## src/rtl/shift_ser_pkg.sv

```systemverilog
// shift_ser_pkg -- shared types and sizing helpers for the shift_ser serializer.
// Optional feature macro: SHIFT_SER_PARITY_EN (adds the PAR state).
package shift_ser_pkg;

  // FSM state encoding. PAR only exists when the parity bit is appended.
`ifdef SHIFT_SER_PARITY_EN
  typedef enum logic [1:0] {
    IDLE  = 2'd0,
    SHIFT = 2'd1,
    PAR   = 2'd2
  } state_t;
`else
  typedef enum logic [1:0] {
    IDLE  = 2'd0,
    SHIFT = 2'd1
  } state_t;
`endif

  // Width of the state vector as seen on the debug port.
  localparam int STATE_W = 2;

  // Default parameter values of the serializer.
  localparam int DW_DEFAULT        = 8;
  localparam int DIV_DEFAULT       = 1;
  localparam int MSB_FIRST_DEFAULT = 0;

  // Counter width able to hold the value n without overflow: clog2(n+1).
  // Always at least one bit for any n >= 1.
  function automatic int cnt_w(input int n);
    int w;
    w = $clog2(n + 1);
    if (w < 1) w = 1;
    return w;
  endfunction

endpackage : shift_ser_pkg

```

## src/rtl/shift_ser_div.sv

```systemverilog
// shift_ser_div -- bit-period divider for shift_ser.
// Counts 0..DIV-1 while running and raises tick in the last cycle of each
// serial bit. clear restarts the count at zero on the frame accept edge.
module shift_ser_div
  import shift_ser_pkg::*;
#(
  parameter int DIV = 1
) (
  input  logic Clk,
  input  logic Rst,
  input  logic clear,
  input  logic run,
  output logic tick
);

  localparam int CW = cnt_w(DIV);
  localparam logic [CW-1:0] LAST = CW'(DIV - 1);

  logic [CW-1:0] cnt;

  // Bit boundary: last of the DIV cycles that one serial bit is held.
  assign tick = run && (cnt == LAST);

  // Divide counter: wraps to zero at each bit boundary, idles at zero.
  always_ff @(posedge Clk) begin
    if (Rst || clear) begin
      cnt <= '0;
    end else if (run) begin
      if (tick) cnt <= '0;
      else      cnt <= cnt + CW'(1);
    end
  end

endmodule : shift_ser_div

```

## src/rtl/shift_ser.sv

```systemverilog
// shift_ser -- parallel-to-serial shifter with valid/ready input side.
//
// Handshake: a word is taken on a rising edge where in_valid and in_ready are
// both 1. in_ready is 1 only in IDLE; while it is 0, in_valid and in_data are
// ignored. ser_valid marks every cycle that carries a frame bit, and
// frame_end pulses during the final cycle of the final frame bit.
//
// Optional feature macro: SHIFT_SER_PARITY_EN appends one even-parity bit
// (state PAR) after the data bits; frame_end then marks the parity bit.
//
// dbg_state exposes the FSM state for checkers.
module shift_ser
  import shift_ser_pkg::*;
#(
  parameter int DW        = DW_DEFAULT,
  parameter int MSB_FIRST = MSB_FIRST_DEFAULT,
  parameter int DIV       = DIV_DEFAULT
) (
  input  logic               Clk,
  input  logic               Rst,
  input  logic [DW-1:0]      in_data,
  input  logic               in_valid,
  output logic               in_ready,
  output logic               ser_out,
  output logic               ser_valid,
  output logic               frame_end,
  output logic [STATE_W-1:0] dbg_state
);

  localparam int BW = cnt_w(DW);
  localparam logic [BW-1:0] LAST_BIT = BW'(DW - 1);

  state_t        state;
  logic [DW-1:0] shreg;
  logic [DW-1:0] shreg_next;
  logic [BW-1:0] bit_cnt;
  logic          accept;
  logic          run;
  logic          tick;
  logic          out_bit;
  logic          last_data;
`ifdef SHIFT_SER_PARITY_EN
  logic          parity;
`endif

  // A word is only taken in IDLE; reset wins over accept inside the FSM.
  assign accept = in_valid && (state == IDLE);
  assign run    = (state != IDLE);

  // Bit-period divider; restarted on every accept.
  shift_ser_div #(
    .DIV (DIV)
  ) u_div (
    .Clk   (Clk),
    .Rst   (Rst),
    .clear (accept),
    .run   (run),
    .tick  (tick)
  );

  // Data bit currently presented and the register value after one shift.
  // The shift always moves toward the output end with zero fill.
  always_comb begin
    if (MSB_FIRST != 0) begin
      out_bit    = shreg[DW-1];
      shreg_next = {shreg[DW-2:0], 1'b0};
    end else begin
      out_bit    = shreg[0];
      shreg_next = {1'b0, shreg[DW-1:1]};
    end
  end

  // Last cycle of the last data bit.
  assign last_data = (state == SHIFT) && (bit_cnt == LAST_BIT) && tick;

  // Frame sequencing: load on accept, shift at each bit boundary, finish
  // after the last data bit (or the parity bit).
  always_ff @(posedge Clk) begin
    if (Rst) begin
      state   <= IDLE;
      shreg   <= '0;
      bit_cnt <= '0;
`ifdef SHIFT_SER_PARITY_EN
      parity  <= 1'b0;
`endif
    end else begin
      case (state)
        IDLE: begin
          if (accept) begin
            shreg   <= in_data;
            bit_cnt <= '0;
`ifdef SHIFT_SER_PARITY_EN
            parity  <= 1'b0;
`endif
            state   <= SHIFT;
          end
        end
        SHIFT: begin
          if (tick) begin
            shreg <= shreg_next;
`ifdef SHIFT_SER_PARITY_EN
            // Accumulate each data bit as it completes; after the last one
            // the accumulator holds the XOR of all DW bits.
            parity <= parity ^ out_bit;
`endif
            if (last_data) begin
              bit_cnt <= '0;
`ifdef SHIFT_SER_PARITY_EN
              state   <= PAR;
`else
              state   <= IDLE;
`endif
            end else begin
              bit_cnt <= bit_cnt + BW'(1);
            end
          end
        end
`ifdef SHIFT_SER_PARITY_EN
        PAR: begin
          if (tick) state <= IDLE;
        end
`endif
        default: state <= IDLE;
      endcase
    end
  end

  // Outputs are decoded from registered state only (no input-to-output path).
  always_comb begin
    in_ready  = 1'b0;
    ser_valid = 1'b0;
    ser_out   = 1'b0;
    frame_end = 1'b0;
    case (state)
      IDLE: begin
        in_ready = 1'b1;
      end
      SHIFT: begin
        ser_valid = 1'b1;
        ser_out   = out_bit;
`ifndef SHIFT_SER_PARITY_EN
        frame_end = last_data;
`endif
      end
`ifdef SHIFT_SER_PARITY_EN
      PAR: begin
        ser_valid = 1'b1;
        ser_out   = parity;
        frame_end = tick;
      end
`endif
      default: begin
        in_ready = 1'b0;
      end
    endcase
  end

  assign dbg_state = state;

endmodule : shift_ser

```

## config.mk

```make
export PLATFORM = sky130hd
export DESIGN_NAME = shift_ser
export DESIGN_NICKNAME = d
export VERILOG_FILES = /design/src/rtl/shift_ser_pkg.sv /design/src/rtl/shift_ser_div.sv /design/src/rtl/shift_ser.sv
export SDC_FILE = /design/constraint.sdc
export NUM_CORES = 1
export LEC_CHECK = 0
export BUFFER_PORTS_ARGS = -buffer_cell sky130_fd_sc_hd__buf_2
export CAP_MARGIN = 30
export CORE_MARGIN = 2
export CORE_UTILIZATION = 40
export CTS_CLUSTER_SIZE = 14
export DETAILED_ROUTE_END_ITERATION = 10
export PLACE_DENSITY = 0.66
export SLEW_MARGIN = 40
export SYNTH_ARGS = -nofsm -noshare
export SYNTH_HDL_FRONTEND = slang
export SYNTH_SLANG_ARGS = --single-unit
export TNS_END_PERCENT = 1
```

## constraint.sdc

```tcl
create_clock -name Clk -period 3.7 [get_ports Clk]
set_input_delay 0 -clock Clk [delete_from_list [all_inputs] [get_ports Clk]]
set_output_delay 0 -clock Clk [all_outputs]
set_load 0.03 [all_outputs]
```

==> impl_metrics.yaml <==
floorplanning:
  die_h_um: 46.4
  start_util_pct: 42.1
  ios: 17
  dieWidth_um: 46.4
  dieArea_um2: 2150
  fp-row-count: 15
  fp.coreArea_um2: 1710
setup_path:
  worstSetupStartpointType: "flop"
  path_max_fanout: 23
  cp-startpoint: "dbg_state[0]"
  worstPathCellList: "inv_1 -> o21ai_4 -> xor2_1 -> and3_1"
  worst-path-stages: 4
  cp_num_buf_inv: 1
  crit_slowest_cell: "dfxtp_2"
  cpLargestDelayFamily: "flip-flops"
  path_class: "reg2reg"
  critPathRequiredTime_ps: 3880
  rrSetupSlack_ps: 2110
  cp-end-kind: "flop"
  r2r_cells: 4
  r2r-start: "dbg_state[0]"
  cp-endpoint: "bit_cnt[0]"
  slowest_delay_ps: 640
  rr_endpoint: "bit_cnt[0]"
  worstPathArrival_ps: 1770
final_layout:
  post-route-util_pct: 47.3
  num_antenna_cells: 0
  num-nets-final: 99
  drive_gt1_share_pct: 28.2
  area_growth_pct: 12.3
  fin_area_um2: 808
cts:
  numCtsBuffers: 3
  htree_levels: 1
  clkTransAtPathRegs_ps: 80
  insertion_delay_ps: 270
  cts_root_buf: "clkbuf_4"
  cts_resized: 0
  cts_tree: "yes"
  clock-sinks: 14
  clock_path_buffers: 2
pwr:
  switching_share_pct: 27.7
  p_clk_share_pct: 27.8
  p_per_area_nw_per_um2: 380
  p_total_uw: 307
  ir_drop_v: 0.000269
  switchingPower_uw: 85.0
  p_comb_share_pct: 16.1
  p_int_uw: 222
  total_leakage_power_uw: 0.000338
  p_seq_share_pct: 56.1
synth:
  synth_top_cell_area_share_pct: 39.0
  seq_area_frac_synth_pct: 39.0
  synth-edff-count: 0
  syn-instance-count: 73
  synthMostInstantiatedCell: "dfxtp_1"
  synthTopCellsByCount: "dfxtp_1 (14), nor2_1 (11), mux2i_1 (8)"
  yosys-top-cells-area: "dfxtp_1 (39%), mux2i_1 (11%), a211oi_1 (7.3%)"
  yosysUniqueCellTypes: 29
  synthFlopType: "dfxtp_1"
  synth.net_count: 85
  syn_avg_cell_area_um2: 9.86
  async_flop_share_pct: 0
  yosys_warnings: 0
  synth_top_area_cell: "dfxtp_1"
  syn_area_um2: 719
  ys_seq_elements: 14
global_route:
  antenna_found_initial: 0
  grt_first_pass_wirelength_um: 1960
  grt_use_total_pct: 12.8
  grt_pass1_vias: 466
  grt.overflow.total: 0
  grt_max_degree: 24
sta:
  rsz0062_at_grt: "no"
  fmax_ghz: 0.627
  slew_viol_final: 0
  period_minus_slack_ps: 1590
  final-setup-viol-count: 0
  skew_ps: 3.86
  tns_ps: 0
  holdWs_ps: 49.6
  fin_crit_sh_pct: 43.1
  hold_viol_final: 0
flow_run:
  maxCapViolations: 0
min_path:
  hp-class: "in2reg"
routing:
  drt_iter0_drc: 8
  vias: 544
  wl_um: 1180
  vias_per_cell: 4.95
  drc_errors: 0
  ant_nets: 0
  dr.pass1.iters: 4
  post_drt_wl_per_cell_um: 10.7
placement:
  io_buffers: 15
  place_congestion: 0.725
  hpwl_um: 818
  dpl_cell_area_um2: 774
outcome:
  outcome: "complete, no violations"
-- logic make-up (layout without fill, tap and decap cells) --
group	after synthesis	count (layout)	share of synthesized area, %
buffers and inverters	8	20	7.65
multiplexers	9	9	12.7
AO/OA/AOI/OAI	13	13	13.6
XOR/XNOR	3	3	3.65
AND/OR/NAND/NOR	24	24	21.2
flip-flops	14	14	39.0
adder cells (fa/ha/maj)	1	1	1.74
other	1	1	0.521
-- routing by layer --
metal,up-vias,track usage [%],share of wire (%)
li1,282,-,-
met1,247,15.7,49
met2,13,20.3,46
met3,2,4.71,3.8
met4,0,5.14,1.0
met5,-,0,0
-- cells in the final DEF, fill, tap and decap left out, drive strengths merged, types with 2 or more instances in the layout --
cell type  netlist  routed
a211oi           7       7
nor4b            2       2
dfxtp           14      14
nand2b           2       2
nor3b            3       3
nor2            12      12
xnor2            2       2
buf              5      15
mux2i            8       8
clkbuf           2       3
a21oi            3       3
-- cell type report --
class / count / area (um^2)
flip-flops and latches: 14 / 282
clock buffers: 3 / 22.5
multi-input cells: 51 / 384
inverters: 1 / 3.75
repair buffers: 16 / 85.1
well taps: 25 / 31.3
fillers: 185 / 900
-- flip-flops by register name (all words and copies together) (netlist names) --
name and cells:
shreg 8, bit_cnt 4, dbg_state 1, u_div.cnt 1
-- power by group through the flow --
stage | logic [uW] | registers [uW] | clock network (uW)
5_1_grt | 55.1 | 174 | 97.3
6_report | 49.4 | 172 | 85.2
3_3_place_gp | 47.9 | 175 | 0
3_5_place_dp | 49.3 | 176 | 0
2_1_floorplan | 45.6 | 171 | 0
4_1_cts | 49.5 | 172 | 89.5
-- how the worst min path moves through the flow --
stage / from / end / slack, ps / cells after the start
finish: Rst / bit_cnt[1] / 50 / 2
global route: in_data[2] / shreg[2] / 50 / 3
CTS: in_valid / u_div.cnt / 6 / 2
detailed placement: in_valid / u_div.cnt / 300 / 2
global placement: in_valid / u_div.cnt / 290 / 2
floorplan: Rst / u_div.cnt / 80 / 1
-- stage by stage --
stage	std cells	setup WS (ps)
final	110	2110
after global routing	110	1960
after CTS	109	1750
after detailed placement	106	1770
after global placement	106	1830
after floorplan	73	2020
-- timing repair --
| item | 4_1_cts | 5_1_grt |
|---|---|---|
| hold buffers | 0 | 1 |
| endpoints found under the hold margin | 0 | 1 |
| setup buffers | 0 | 0 |
Note: power is estimated with default switching activity, not from simulation.
